===== src/rtl/mc_ctrl_fsm.sv =====
// mc_ctrl_fsm: multi-cycle MIPS control unit.
// Runs one instruction at a time through a Moore FSM. Memory states are
// stretched by the mem_ready handshake. Also counts retired instructions.
// Ports:
//   clk, reset (sync, active-high)
//   opcode (IR[31:26]), zero (ALU flag), mem_ready (memory handshake)
//   pc_load, ir_we, mdr_we, ab_we, aluout_we, rf_we : register write enables
//   mem_rd, mem_wr : memory strobes
//   iord, reg_dst, mem_to_reg, alu_src_a, alu_src_b, alu_op, pc_src : datapath selects
//   instr_done : pulse on the last cycle of an instruction
//   illegal    : pulse in DECODE on an unsupported opcode
//   state      : current state, for debug
//   retired    : completed-instruction count
module mc_ctrl_fsm (
  input  logic        clk,
  input  logic        reset,
  input  logic [5:0]  opcode,
  input  logic        zero,
  input  logic        mem_ready,
  output logic        pc_load,
  output logic        ir_we,
  output logic        mdr_we,
  output logic        ab_we,
  output logic        aluout_we,
  output logic        rf_we,
  output logic        mem_rd,
  output logic        mem_wr,
  output logic        iord,
  output logic        reg_dst,
  output logic        mem_to_reg,
  output logic        alu_src_a,
  output logic [1:0]  alu_src_b,
  output logic [1:0]  alu_op,
  output logic [1:0]  pc_src,
  output logic        instr_done,
  output logic        illegal,
  output logic [3:0]  state,
  output logic [31:0] retired
);

  localparam int unsigned RetW = 32;

  localparam logic [5:0] OpRtype = 6'b000000;
  localparam logic [5:0] OpLw    = 6'b100011;
  localparam logic [5:0] OpSw    = 6'b101011;
  localparam logic [5:0] OpBeq   = 6'b000100;
  localparam logic [5:0] OpJ     = 6'b000010;
  localparam logic [5:0] OpAddi  = 6'b001000;

  typedef enum logic [3:0] {
    S_FETCH  = 4'd0,
    S_DECODE = 4'd1,
    S_MEMADR = 4'd2,
    S_MEMRD  = 4'd3,
    S_MEMWB  = 4'd4,
    S_MEMWR  = 4'd5,
    S_EXEC   = 4'd6,
    S_RWB    = 4'd7,
    S_BRANCH = 4'd8,
    S_JUMP   = 4'd9,
    S_ADDIEX = 4'd10,
    S_ADDIWB = 4'd11
  } state_t;

  state_t          r_state;
  state_t          w_next;
  logic [RetW-1:0] r_retired;

  // State register
  always_ff @(posedge clk) begin
    if (reset) r_state <= S_FETCH;
    else       r_state <= w_next;
  end

  // Retired-instruction counter; wraps naturally at 2^32
  always_ff @(posedge clk) begin
    if (reset)           r_retired <= '0;
    else if (instr_done) r_retired <= r_retired + RetW'(1);
  end

  // Next-state and output decode
  always_comb begin
    w_next     = r_state;
    pc_load    = 1'b0;
    ir_we      = 1'b0;
    mdr_we     = 1'b0;
    ab_we      = 1'b0;
    aluout_we  = 1'b0;
    rf_we      = 1'b0;
    mem_rd     = 1'b0;
    mem_wr     = 1'b0;
    iord       = 1'b0;
    reg_dst    = 1'b0;
    mem_to_reg = 1'b0;
    alu_src_a  = 1'b0;
    alu_src_b  = 2'b00;
    alu_op     = 2'b00;
    pc_src     = 2'b00;
    instr_done = 1'b0;
    illegal    = 1'b0;

    case (r_state)
      S_FETCH: begin
        mem_rd    = 1'b1;
        alu_src_b = 2'b01;
        ir_we     = mem_ready;
        pc_load   = mem_ready;
        if (mem_ready) w_next = S_DECODE;
      end
      S_DECODE: begin
        alu_src_b = 2'b11;
        ab_we     = 1'b1;
        aluout_we = 1'b1;
        case (opcode)
          OpLw, OpSw: w_next = S_MEMADR;
          OpRtype:    w_next = S_EXEC;
          OpBeq:      w_next = S_BRANCH;
          OpJ:        w_next = S_JUMP;
          OpAddi:     w_next = S_ADDIEX;
          default: begin
            illegal = 1'b1;
            w_next  = S_FETCH;
          end
        endcase
      end
      S_MEMADR, S_ADDIEX: begin
        alu_src_a = 1'b1;
        alu_src_b = 2'b10;
        aluout_we = 1'b1;
        if (r_state == S_ADDIEX) w_next = S_ADDIWB;
        else if (opcode == OpSw) w_next = S_MEMWR;
        else                     w_next = S_MEMRD;
      end
      S_MEMRD: begin
        iord   = 1'b1;
        mem_rd = 1'b1;
        mdr_we = mem_ready;
        if (mem_ready) w_next = S_MEMWB;
      end
      S_MEMWB: begin
        mem_to_reg = 1'b1;
        rf_we      = 1'b1;
        instr_done = 1'b1;
        w_next     = S_FETCH;
      end
      S_MEMWR: begin
        iord       = 1'b1;
        mem_wr     = 1'b1;
        instr_done = mem_ready;
        if (mem_ready) w_next = S_FETCH;
      end
      S_EXEC: begin
        alu_src_a = 1'b1;
        alu_op    = 2'b10;
        aluout_we = 1'b1;
        w_next    = S_RWB;
      end
      S_RWB: begin
        reg_dst    = 1'b1;
        rf_we      = 1'b1;
        instr_done = 1'b1;
        w_next     = S_FETCH;
      end
      S_ADDIWB: begin
        rf_we      = 1'b1;
        instr_done = 1'b1;
        w_next     = S_FETCH;
      end
      S_BRANCH: begin
        alu_src_a  = 1'b1;
        alu_op     = 2'b01;
        pc_src     = 2'b01;
        pc_load    = zero;
        instr_done = 1'b1;
        w_next     = S_FETCH;
      end
      S_JUMP: begin
        pc_src     = 2'b10;
        pc_load    = 1'b1;
        instr_done = 1'b1;
        w_next     = S_FETCH;
      end
      // Unused codes 12-15 recover to FETCH
      default: w_next = S_FETCH;
    endcase
  end

  assign state   = 4'(r_state);
  assign retired = r_retired;

endmodule


===== config.mk =====
export PLATFORM = sky130hd
export DESIGN_NAME = mc_ctrl_fsm
export DESIGN_NICKNAME = d
export VERILOG_FILES = /design/src/rtl/mc_ctrl_fsm.sv
export SDC_FILE = /design/constraint.sdc
export NUM_CORES = 1
export LEC_CHECK = 0
export ABC_AREA = 1
export BUFFER_PORTS_ARGS = -buffer_cell sky130_fd_sc_hd__buf_2
export CELL_PAD_IN_SITES_DETAIL_PLACEMENT = 0
export CELL_PAD_IN_SITES_GLOBAL_PLACEMENT = 1
export CORE_ASPECT_RATIO = 0.7
export CORE_MARGIN = 2
export CORE_UTILIZATION = 35
export CTS_CLUSTER_SIZE = 20
export DETAILED_ROUTE_END_ITERATION = 7
export PLACE_DENSITY_LB_ADDON = 0.25
export SLEW_MARGIN = 20
export SYNTH_ARGS = -nofsm -noshare
export SYNTH_HDL_FRONTEND = slang
export SYNTH_SLANG_ARGS = --single-unit

===== constraint.sdc =====
create_clock -name clk -period 1.9 [get_ports clk]
set_input_delay 0.095 -clock clk [delete_from_list [all_inputs] [get_ports clk]]
set_output_delay 0.095 -clock clk [all_outputs]
set_load 0.005 [all_outputs]

Word-level counts from Yosys, hierarchy flattened --
Cells that the tools add are included.
Word-level totals: output and inout port bits 56, input port bits 10, register bits after elaboration 36
Operators by class: muxes and demuxes 25, reduce and logical (&&, ||, !) cells 12, equal/unequal tests 19, add/subtract/negate cells 1
Operators with widths (number):
- $add 32x1->32 const B | 1
- $pmux 4 s6 | 1
- $pmux 4 s5 | 1
- $eq 4x3->1 const B | 4
- $eq 4x4->1 const B | 4
- $mux 4 | 4
- $mux 1 | 13
- $eq 6x6->1 const B | 2
- $eq 4x2->1 const B | 2
- $pmux 2 s2 | 2
- $reduce_or 2->1 | 4
- $reduce_or 4->1 | 2
- $eq 6x2->1 const B | 1
- $eq 6x3->1 const B | 1
- $eq 6x4->1 const B | 1
- $logic_not 6->1 | 1
- $ne 2x2->1 const B | 3
- $pmux 2 s3 | 1
- $reduce_or 6->1 | 1
- $reduce_or 5->1 | 1
- $eq 4x1->1 const B | 1
- $logic_not 4->1 | 1
- $mux 3 | 1
- $pmux 1 s3 | 1
- other kinds (3) | 3

Logic depth before layout (Yosys ltp) --
word-level depth 4, gate-level depth with buffers 11, gate-level depth less buffers 10

Worst setup path after synthesis --
OpenSTA, ideal clock, no wires.
path kind reg-to-reg, start register r_retired[0], in the netlist retired[0], end register r_retired[28], in the netlist retired[28], stages on the path, launching flop included 9, data required time 1772 ps, period minus slack after synthesis 1399 ps, path slack 501 ps, arrival 1271 ps, cell sequence dfxtp_1 -> ha_1 -> nand2_1 -> nor2_1 -> nand3_1 -> nor2_1 -> nand4_1 -> nand2_1 -> nor2_1
Between the ends: longest elaborated chain between the ends 1
Ends and longest elaborated chain:
- from (decl) | RTL line 67 | logic [RetW-1:0] r_retired;
- from (signal assigned) | RTL line 78 | else if (instr_done) r_retired <= r_retired + RetW'(1);
- $add 32x1->32 | RTL line 78
Every way passes these cells. A chain may end at the register's enable or synchronous reset.

Final worst setup path --
start register r_state[3], in the netlist state[3], end output illegal
Between the ends: longest elaborated chain between the ends 2
Ends and longest elaborated chain:
- from (decl) | RTL line 65 | state_t r_state;
- from (signal assigned) | RTL line 72 | else r_state <= w_next;
- $eq 4x1->1 | RTL line 102 | case (r_state)
- $mux 1 | RTL line 102
- to (decl) | RTL line 36 | output logic illegal,
Every way passes these cells.

==> impl_metrics.toml <==
[global_route]
track_usage_pct = 18.8
antenna_found_initial = 0
grt_overflow = 0
grt_max_degree = 39
first_global_vias = 2238
grt_pass1_wl_um = 10900

[sta]
min_period_over_period_pct = 89.3
finalClockSkew_ns = 0.00844
worst_hold_slack_ns = 0.186
setup_ws_ns = 0.202
fin_tns_setup_ns = 0
final-hold-violation-count = 0
setup_viol = 0
slew_headroom_pct = 53.0
period_needed_ns = 1.70
slew_viol_final = 0
rsz0062_at_grt = "no"
tightest_slew_ns = 0.704
fmax_mhz = 589

[drt]
antenna_left = 0
drc = 0
detail_route.first_pass.iterations = 4
wl_per_cell_um = 11.9
drt-total-wl_um = 6610
vias = 2613
routed_via_density = 4.71
drt-initial-drc-count = 121

[logic_synthesis]
synth_async_sr_flop_share_pct = 0
synth_fp_nets = 410
syn_inst = 399
synth.distinct_cells = 26
ys.flop_type = "dfxtp_1"
synthDominantCellAreaShare_pct = 30.8
synth_commonest_cells = "nand2_1 (111), nor2_1 (82), inv_1 (44), dfxtp_1 (36), nand3_1 (34)"
synthesis.area_mm2 = 0.00234
avgSynthCellArea_um2 = 5.87
yosysTopAreaCell = "dfxtp_1"
ys_seq_area_share_pct = 30.8
yosysMostFrequentCell = "nand2_1"
synth.ff_latch_count = 36
synth_edf_count = 0
synth_area_leaders = "dfxtp_1 (31%), nand2_1 (18%), nor2_1 (13%), nand3_1 (7.3%), inv_1 (7.1%)"
synth_warnings = 0

[hold_path]
holdPathEnd = "state[2]$_SDFFE_PP0P_"
hold_class = "in -> reg"
hp-start = "mem_ready"
min_path_cells = 4

[floorplanning]
fp.dieH_um = 72.4
dieArea_mm2 = 0.00737
rows = 24
core-area_mm2 = 0.00634
io_pins = 66
initial_core_util_pct = 36.9
die_w_um = 102

[critical_path]
regToRegEndpoint = "retired[28]$_SDFFE_PP0P_"
reg2reg_from = "retired[0]$_SDFFE_PP0P_"
worst_setup_path_end_kind = "primary output"
rr_worst_depth = 9
r2r_slack_ns = 0.24
critical_path_peak_fanout = 5
start_kind = "flop"
required_ns = 1.80
arrival_ns = 1.60
crit_type = "reg -> out"

[placed_design]
place_area_mm2 = 0.00274
dp_slack_ns = 0.257
placed_cells = 547
place_congestion = 0.835
place_hpwl_um = 5030
io_buffers = 65

[finish]
stdcell_count = 555
antennaDiodeCount = 0
fin_nets = 474
syn_to_final_growth_pct = 21.2
post_route_cells_drive_above_1_share_pct = 20.0
fin_area_mm2 = 0.00284

[cts]
cts_max_path_buffers = 2
cts.htree.levels = 2
clock_latency_ns = 0.29
cts_hold_buf = 0
clock-sinks = 36
ctsResizeCount = 0
cts_setup_buffers = 0
cts_tree = "done"
cts_buffers = 5
clkTransAtPathRegs_ns = 0.07
clockRootBuffer = "clkbuf_8"

[run]
drv_cap = 0

[power_and_ir_drop]
vdd_drop_max_mv = 0.211
leakage_nw = 1.36
cellPowerDensity_mw_per_mm2 = 521

[run_status]
status = "completed"
==> registers in the layout (all words and copies together) (netlist names) <==
signal   cells
state        4
retired     32
==> logic make-up after synthesis <==
kind of cell / count (synthesis) / share of synthesized area [%]
simple gates: 262 / 48.6
flops: 36 / 30.8
xor+xnor: 3 / 1.12
buf+inv: 60 / 10.7
compound gates: 37 / 8.23
fa+ha+maj: 1 / 0.534
==> area by class of cell <==
type,count,area [um^2]
fill,707,3500
multi-input combinational,303,1370
sequential,36,721
timing repair buffer,67,353
inverter,50,188
tap,91,114
clock buffer,6,82.6
clock inverter,2,10.0
==> metal layers <==
metal / vias up / GRT usage [%] / part of all wire (%)
li1: 1388 / - / -
met2: 66 / 26.0 / 39
met4: 0 / 3.60 / 0.23
met5: - / 0 / 0
met3: 2 / 3.85 / 6.2
met1: 1157 / 29.7 / 54
==> power breakdown <==
group	total (mW)	switching [mW]	internal, mW
Sequential	0.765	0.00651	0.758
Clock	0.578	0.288	0.290
Combinational	0.135	0.0844	0.0506
Total	1.48	0.379	1.10
==> worst max-delay path, cell delays in order, from the launching register on <==
cell and delay, ns:
dfxtp_1 0.37, inv_1 0.10, nand2_1 0.08, nor2_1 0.31
inv_1 0.14, nor3_1 0.18, buf_2 0.13
==> through the flow <==
stage	total power [mW]	utilization, %
global placement	0.917	43.3
detailed placement	0.918	43.3
global route	1.56	44.8
finish	1.48	44.8
CTS	1.49	44.8
floorplan	0.863	-
==> worst max path at each step <==
stage / start / end / cells past startpoint
2_1_floorplan: retired[0]$_SDFFE_PP0P_ / retired[28]$_SDFFE_PP0P_ / 8
3_3_place_gp: retired[0]$_SDFFE_PP0P_ / retired[28]$_SDFFE_PP0P_ / 8
3_5_place_dp: retired[0]$_SDFFE_PP0P_ / retired[28]$_SDFFE_PP0P_ / 8
4_1_cts: state[3]$_SDFFE_PP0P_ / aluout_we / 7
5_1_grt: state[3]$_SDFFE_PP0P_ / aluout_we / 7
6_report: state[3]$_SDFFE_PP0P_ / illegal / 6
==> cell usage in the layout, fill, tap and decap left out, drive strengths merged, types with 3 or more instances in the layout <==
cell / synthesis / final
nand2: 115 / 115
nor2: 87 / 87
buf: 6 / 67
inv: 50 / 50
dfxtp: 36 / 36
nand3: 35 / 35
a21oi: 24 / 24
nand4: 14 / 14
o21ai: 10 / 10
clkbuf: 4 / 6
nor3: 5 / 5
nand3b: 3 / 3
a31oi: 3 / 3
Note: power is estimated with default switching activity, not from simulation.
